`config.mk`:
```
export PLATFORM = sky130hd
export DESIGN_NAME = one_hot_encoder_stream
export DESIGN_NICKNAME = d
export VERILOG_FILES = /design/src/rtl/one_hot_encoder_stream.sv
export SDC_FILE = /design/constraint.sdc
export NUM_CORES = 1
export LEC_CHECK = 0
export BUFFER_PORTS_ARGS = -buffer_cell sky130_fd_sc_hd__buf_2
export CELL_PAD_IN_SITES_DETAIL_PLACEMENT = 2
export CELL_PAD_IN_SITES_GLOBAL_PLACEMENT = 2
export CORE_UTILIZATION = 35
export DETAILED_ROUTE_END_ITERATION = 6
export PLACE_DENSITY = 0.79
export SYNTH_ARGS = -nofsm -noshare
export SYNTH_HDL_FRONTEND = slang
export SYNTH_SLANG_ARGS = --single-unit
export TNS_END_PERCENT = 20
```
`constraint.sdc`:
```
create_clock -name clk_i -period 2.53 [get_ports clk_i]
set_input_delay 0 -clock clk_i [delete_from_list [all_inputs] [get_ports clk_i]]
set_output_delay 0 -clock clk_i [all_outputs]
set_load 0.1 [all_outputs]
```
`src/rtl/one_hot_encoder_stream.sv`:
```
// ============================================================================
// Module   : one_hot_encoder_stream
// Desc     : Valid/ready one-hot encoder with a 2-entry output FIFO and a
//            saturating out-of-range counter. Thermometer mode is built only
//            when ONE_HOT_ENC_THERMO_EN is defined.
// Revision : 1.0
// ============================================================================
`default_nettype none

module one_hot_encoder_stream #(
    parameter int OUTPUT_WIDTH  = 16,
    parameter int INPUT_WIDTH   = $clog2(OUTPUT_WIDTH),
    parameter int ERR_CNT_WIDTH = 16
) (
    input  logic                     clk_i,
    input  logic                     rst_ni,
    input  logic [INPUT_WIDTH-1:0]   value_i,
    input  logic                     valid_i,
    output logic                     ready_o,
    input  logic                     mode_i,
    input  logic                     en_out_i,
    output logic [OUTPUT_WIDTH-1:0]  code_o,
    output logic                     oor_o,
    output logic                     valid_o,
    input  logic                     ready_i,
    input  logic                     clr_err_i,
    output logic [ERR_CNT_WIDTH-1:0] err_cnt_o
);

    typedef enum logic [1:0] {
        EMPTY = 2'd0,
        ONE   = 2'd1,
        FULL  = 2'd2
    } state_t;

    state_t                   state;
    logic [OUTPUT_WIDTH-1:0]  head_code;
    logic [OUTPUT_WIDTH-1:0]  tail_code;
    logic                     head_oor;
    logic                     tail_oor;
    logic [ERR_CNT_WIDTH-1:0] err_cnt;

    logic [31:0]              value_ext;
    logic                     enc_oor;
    logic [OUTPUT_WIDTH-1:0]  enc_code;
    logic                     push;
    logic                     pop;

    assign value_ext = 32'(value_i);
    assign enc_oor   = (value_ext >= 32'(OUTPUT_WIDTH));

`ifdef ONE_HOT_ENC_THERMO_EN
    always_comb begin
        enc_code = '0;
        for (int i = 0; i < OUTPUT_WIDTH; i++) begin
            enc_code[i] = mode_i ? (32'(i) <= value_ext) : (32'(i) == value_ext);
        end
        if (enc_oor || !en_out_i) begin
            enc_code = '0;
        end
    end
`else
    logic unused_mode;
    assign unused_mode = mode_i;

    always_comb begin
        enc_code = '0;
        for (int i = 0; i < OUTPUT_WIDTH; i++) begin
            enc_code[i] = (32'(i) == value_ext);
        end
        if (enc_oor || !en_out_i) begin
            enc_code = '0;
        end
    end
`endif

    // Handshake decode depends only on the state register, never on ready_i.
    assign ready_o = (state != FULL);
    assign valid_o = (state != EMPTY);
    assign push    = valid_i && ready_o;
    assign pop     = valid_o && ready_i;

    assign code_o    = head_code;
    assign oor_o     = head_oor;
    assign err_cnt_o = err_cnt;

    // Head registers are zeroed whenever the buffer drains so outputs read 0 when idle.
    always_ff @(posedge clk_i or negedge rst_ni) begin
        if (!rst_ni) begin
            state     <= EMPTY;
            head_code <= '0;
            head_oor  <= 1'b0;
            tail_code <= '0;
            tail_oor  <= 1'b0;
        end else begin
            case (state)
                EMPTY: begin
                    if (push) begin
                        head_code <= enc_code;
                        head_oor  <= enc_oor;
                        state     <= ONE;
                    end
                end
                ONE: begin
                    if (push && pop) begin
                        head_code <= enc_code;
                        head_oor  <= enc_oor;
                    end else if (push) begin
                        tail_code <= enc_code;
                        tail_oor  <= enc_oor;
                        state     <= FULL;
                    end else if (pop) begin
                        head_code <= '0;
                        head_oor  <= 1'b0;
                        state     <= EMPTY;
                    end
                end
                FULL: begin
                    if (pop) begin
                        head_code <= tail_code;
                        head_oor  <= tail_oor;
                        tail_code <= '0;
                        tail_oor  <= 1'b0;
                        state     <= ONE;
                    end
                end
                default: begin
                    state <= EMPTY;
                end
            endcase
        end
    end

    always_ff @(posedge clk_i or negedge rst_ni) begin
        if (!rst_ni) begin
            err_cnt <= '0;
        end else if (clr_err_i) begin
            err_cnt <= '0;
        end else if (push && enc_oor && (err_cnt != '1)) begin
            err_cnt <= err_cnt + 1'b1;
        end
    end

endmodule

`default_nettype wire

```
== After elaboration in Yosys (flattened, before gate mapping) ==
Index checks and enable logic that the tools add are counted.

* Register bits: 52
* Input port bits: 11
* Output and inout port bits: 35
* Word-level logic and storage cells: 75

* Add/sub/neg operators: 1
* Order comparisons: 1
* Eq/ne operators: 26
* Mux-type cells: 25
* Reductions and logical operators: 16

{| class="wikitable"
|+ Operators by type and width
! kind !! number
|-
| 16-bit two-way mux || 9
|-
| 16-bit one-hot mux with 3 select lines || 1
|-
| 4-bit == test, first input constant || 8
|-
| 32-bit zero test || 1
|-
| 16-bit one-hot mux with 2 select lines || 1
|-
| 16-bit by 1-bit adder with 16-bit output, second input constant || 1
|-
| 3-bit by 4-bit == test with 1-bit output, first input constant || 4
|-
| 16-bit != test, second input constant || 1
|-
| 2-bit two-way mux || 5
|-
| 2-bit != test, second input constant || 5
|-
| 3-bit != test, second input constant || 3
|-
| 2-bit by 4-bit == test with 1-bit output, first input constant || 2
|-
| 4-bit AND reduction || 2
|-
| 1-bit two-way mux || 6
|-
| 2-bit one-hot mux with 3 select lines || 1
|-
| 2-bit nonzero test || 3
|-
| 4-bit by 5-bit >= comparator with 1-bit output, second input constant || 1
|-
| 1-bit logical AND || 5
|-
| 5-bit AND reduction || 1
|-
| 1-bit by 4-bit == test with 1-bit output, first input constant || 1
|-
| 1-bit one-hot mux with 3 select lines || 1
|-
| 3-bit nonzero test || 1
|-
| 2-bit by 1-bit == test with 1-bit output, second input constant || 1
|-
| 2-bit == test, second input constant || 1
|-
| other kinds (4) || 4
|}

== Logic depth before layout (Yosys ltp) ==
* Depth in word-level cells: 6
* Gate-level depth with buffers: 8
* Mapped depth without buffers: 6

== Worst setup path before layout ==
No wires, ideal clock.

* Path type: flip-flop to flip-flop
* From: reg state[0]
* To: reg head_code[10], in the netlist code_o[10]
* Setup time: 0.125 ns
* Arrival time: 2.286 ns
* Required time: 2.405 ns
* Path slack: 0.118 ns
* Cell stages (with the launch flop): 9
* Path buffers: 2
* Period minus slack after synthesis: 2.412 ns
* Cell sequence: dfrtp_1 > inv_1 > ha_1 > inv_1 > a21oi_1 > o31a_1 > buf_6 > buf_12 > mux2_4

* Word-level cells in the longest chain between the ends: 5
* Elaborated cells on any way between the ends: 16
* Classes of those cells: eq/ne (7); mux (2); reduce/logical (7)

{| class="wikitable"
|+ Ends and longest elaborated chain
! element !! RTL line !! text
|-
| start: declaration || 36 || <nowiki>state_t state;</nowiki>
|-
| start signal: assignment || 90 || <nowiki>state <= EMPTY;</nowiki>
|-
| start signal: assignment || 101 || <nowiki>state <= ONE;</nowiki>
|-
| start signal: assignment || 111 || <nowiki>state <= FULL;</nowiki>
|-
| 2-bit nonzero test * || 79 || <nowiki>assign valid_o = (state != EMPTY);</nowiki>
|-
| via valid_o || 24 || <nowiki>output logic valid_o,</nowiki>
|-
| 1-bit logical AND * || 81 || <nowiki>assign pop = valid_o && ready_i;</nowiki>
|-
| 1-bit logical AND || 105 || <nowiki>if (push && pop) begin</nowiki>
|-
| 3-bit != test (no line) or 16-bit two-way mux (tied branches) || - ||
|-
| 5-bit AND reduction (no line) or 16-bit one-hot mux with 3 select lines (tied branches) || - ||
|-
| end signal: assignment || 99 || <nowiki>head_code <= enc_code;</nowiki>
|-
| end signal: assignment || 106 || <nowiki>head_code <= enc_code;</nowiki>
|-
| end signal: assignment || 120 || <nowiki>head_code <= tail_code;</nowiki>
|-
| end: declaration || 37 || <nowiki>logic [OUTPUT_WIDTH-1:0] head_code;</nowiki>
|}

The timed path passes the listed nets; every way through them passes the cells marked *.
A chain may end at the register's enable or synchronous reset.

== Final worst setup path ==
* From: reg state[0]
* To: reg tail_code[0]

* Word-level cells in the longest chain between the ends: 5
* Elaborated cells on any way between the ends: 13
* Classes of those cells: eq/ne (6); mux (1); reduce/logical (6)

{| class="wikitable"
|+ Ends and longest elaborated chain
! element !! RTL line !! text
|-
| 2-bit != test or 2-bit nonzero test (tied branches) || 78, 79 ||
|-
| 1-bit logical AND (on tied branches) || 80, 81 ||
|-
| 1-bit logical AND || 105 ||
|-
| 2-bit != test (no line) || - ||
|-
| 4-bit AND reduction (no line) || - ||
|-
| end signal: assignment || 109 || <nowiki>tail_code <= enc_code;</nowiki>
|-
| end: declaration || 38 || <nowiki>logic [OUTPUT_WIDTH-1:0] tail_code;</nowiki>
|}

Several ways; a longest one is shown, not always the timed one.

==> flow_metrics.env <==
export IMPL_use_met2_pct=29.3
export IMPL_stdcell_area_mm2=0.00285
export IMPL_yosysTopAreaCell="dfrtp_1"
export IMPL_grt_start_max_net_pins=51
export IMPL_synth_net_count=223
export IMPL_drc=0
export IMPL_critPathRequiredTime_ns=2.73
export IMPL_firstDrtPassIters=4
export IMPL_wl_mm=5.71
export IMPL_clock_path_buffers=2
export IMPL_ios=46
export IMPL_hold_class="in2reg"
export IMPL_synth_area_mm2=0.00247
export IMPL_grt_util_met1_pct=22.1
export IMPL_drive_gt1_share_pct=33.3
export IMPL_r2r_setup_slack_ns=0.36
export IMPL_area_growth_syn_to_layout_pct=15.6
export IMPL_maxSlewHeadroom_pct=25.6
export IMPL_fin_worst_hold_slack_ns=0.0465
export IMPL_yosysWarnings=0
export IMPL_syn_inst=207
export IMPL_maxCapViolCount=0
export IMPL_grt_busiest_layer="met2"
export IMPL_reg2reg_to="tail_code[0]"
export IMPL_async_flop_share_pct=100
export IMPL_avgRoutedWirePerCell_um=16.5
export IMPL_grtUsageMet3_pct=3.08
export IMPL_coreArea_mm2=0.00679
export IMPL_power_mw=2.86
export IMPL_port_buffers=43
export IMPL_dp_hpwl_mm=4.03
export IMPL_r2r_start="state[0]"
export IMPL_hold_viol_final=0
export IMPL_drtAntennaViolNets=0
export IMPL_fillCellCount=719
export IMPL_worst_pin_slew_ns=1.12
export IMPL_slowest_delay_ns=0.39
export IMPL_ys_top_cells_by_area="dfrtp_1, mux2_4, nor2b_1"
export IMPL_mostFrequentLayoutCells="dfrtp_1, buf_2, nand2_1"
export IMPL_overflow=0
export IMPL_place_ws_ns=0.375
export IMPL_instances_no_fill=345
export IMPL_drtIter0Drc=45
export IMPL_placed_cells=336
export IMPL_synth_edf_count=0
export IMPL_yosys_area_top_type_share_pct=50.7
export IMPL_gp_congestion=0.696
export IMPL_cts_root_buf="clkbuf_8"
export IMPL_fp_dieArea_mm2=0.00739
export IMPL_die_y_um=85.9
export IMPL_postPlaceCellArea_mm2=0.00273
export IMPL_fmax_mhz=462
export IMPL_viasPerCell=4.90
export IMPL_grt_usage_pct=17.3
export IMPL_drv_slew=0
export IMPL_final_setup_tns_ns=0
export IMPL_min_period_ns=2.17
export IMPL_power_leakage_nw=1.48
export IMPL_cpMaxStageDelayCell="dfrtp_1"
export IMPL_hold_end="err_cnt_o[1]"
export IMPL_worst_slack_ns=0.365
export IMPL_cp_cell_sequence="inv_1, ha_1, nor2b_2, xnor2_1, a21oi_4, buf_4, mux2_2"
export IMPL_cts_made_buffers=5
export IMPL_fin_worst_skew_ns=0.00482
export IMPL_crit_fanout=16
export IMPL_crit_type="reg2reg"
export IMPL_period_share_pct=85.6
export IMPL_hold_start="clr_err_i"
export IMPL_worstRegToRegCells=7
export IMPL_diodes=0
export IMPL_htree_levels=2
export IMPL_mostFrequentLayoutCell="dfrtp_1"
export IMPL_finish_utilization_pct=42.0
export IMPL_die_x_um=85.9
export IMPL_synth_distinct_cells=43
export IMPL_path_clk_slew_ns=0.10
export IMPL_setup_viol=0
export IMPL_status="complete, no violations"
export IMPL_grt_pass1_wl_mm=9.72
export IMPL_rows=30
export IMPL_grt_pass1_vias=1826
export IMPL_nets=264
export IMPL_synth_flop_cell="dfrtp_1"
export IMPL_ys_seq_elements=50
export IMPL_antenna_found_initial=0
export IMPL_vias=1690
export IMPL_power_density_mw_per_mm2=1000
export IMPL_worstSetupStartpointType="flop"
export IMPL_insertion_delay_ns=0.31
export IMPL_seq_area_frac_synth_pct=50.7
export IMPL_ir_drop_mv=0.867
export IMPL_cts_sinks=50
export IMPL_start_util_pct=36.3
export IMPL_whs_path_depth=2
export IMPL_syn_mean_instance_area_um2=11.9
export IMPL_postCtsSetupBuffers=0
export IMPL_crit_arrival_ns=2.36
export IMPL_rsz0062_at_grt="no"
export IMPL_cts_tree="built"
export IMPL_cp_end_kind="flop"
area by class of cell:
class	instances	area, um2	area share, %
well taps	96	120	4.21
repair buffers	47	260	9.13
clock buffers	6	72.6	2.54
inverters	5	18.8	0.658
flip-flops and latches	50	1250	43.9
clock inverters	2	37.5	1.32
multi-input cells	139	1090	38.3
logic make-up after synthesis:
| group | synth area share [%] |
|---|---|
| compound gates | 8.32 |
| xor+xnor | 0.355 |
| fa+ha+maj | 2.54 |
| buf+inv | 5.02 |
| flops | 50.7 |
| mux | 18.1 |
| other cells | 0.152 |
| simple gates | 14.8 |
Yosys cell counts, types with 2 or more instances:
library cell and count:
nand2b_1 3, mux2_4 20, nor2b_1 19, nand3_1 2, o31ai_1 8, o41ai_1 4
nor2_1 18, ha_1 5, buf_6 2, nand2_1 21, inv_1 5, mux2_1 7
clkbuf_1 4, mux2_2 5, o21ai_0 6, clkbuf_2 2, dfrtp_1 50
power by group:
| part | internal (mW) | switching [mW] |
|---|---|---|
| clock network | 0.295 | 0.280 |
| registers | 0.909 | 0.0666 |
| logic | 0.404 | 0.904 |
| total | 1.61 | 1.25 |
layer usage:
| layer | vias to the layer above | routed length (um) |
|---|---|---|
| met1 | 856 | 2560 |
| met2 | 47 | 2830 |
| li1 | 779 | - |
| met4 | 0 | 85 |
| met5 | - | 0 |
| met3 | 8 | 234 |
how the worst max path moves through the flow:
stage                   from            to  depth (start not counted)
global route        state[0]  tail_code[0]                          7
detailed placement  state[0]  tail_code[0]                          7
global placement    state[0]  tail_code[0]                          7
CTS                 state[0]  tail_code[0]                          7
floorplan           state[0]    code_o[10]                          8
finish              state[0]  tail_code[0]                          7
worst max-delay path, delay by kind of cell (launching register included):
| family | cells | cell delay, ns |
|---|---|---|
| AOI/OAI and AO/OA | 1 | 0.16 |
| xor gates and xnor gates | 1 | 0.16 |
| adders and majority gates | 1 | 0.30 |
| buffers and inverters | 2 | 0.39 |
| DFF | 1 | 0.39 |
| muxes | 1 | 0.37 |
| and+or+nand+nor | 1 | 0.26 |
sequential cells by signal, summed over array words and instances (netlist names):
signal	cells
code_o	16
err_cnt_o	16
tail_code	16
state	2
timing repair:
item                      CTS  global route
hold endpoints to repair   50             0
resized for setup           0             0
hold buffers                1             0
Note: power is estimated with default switching activity, not from simulation.
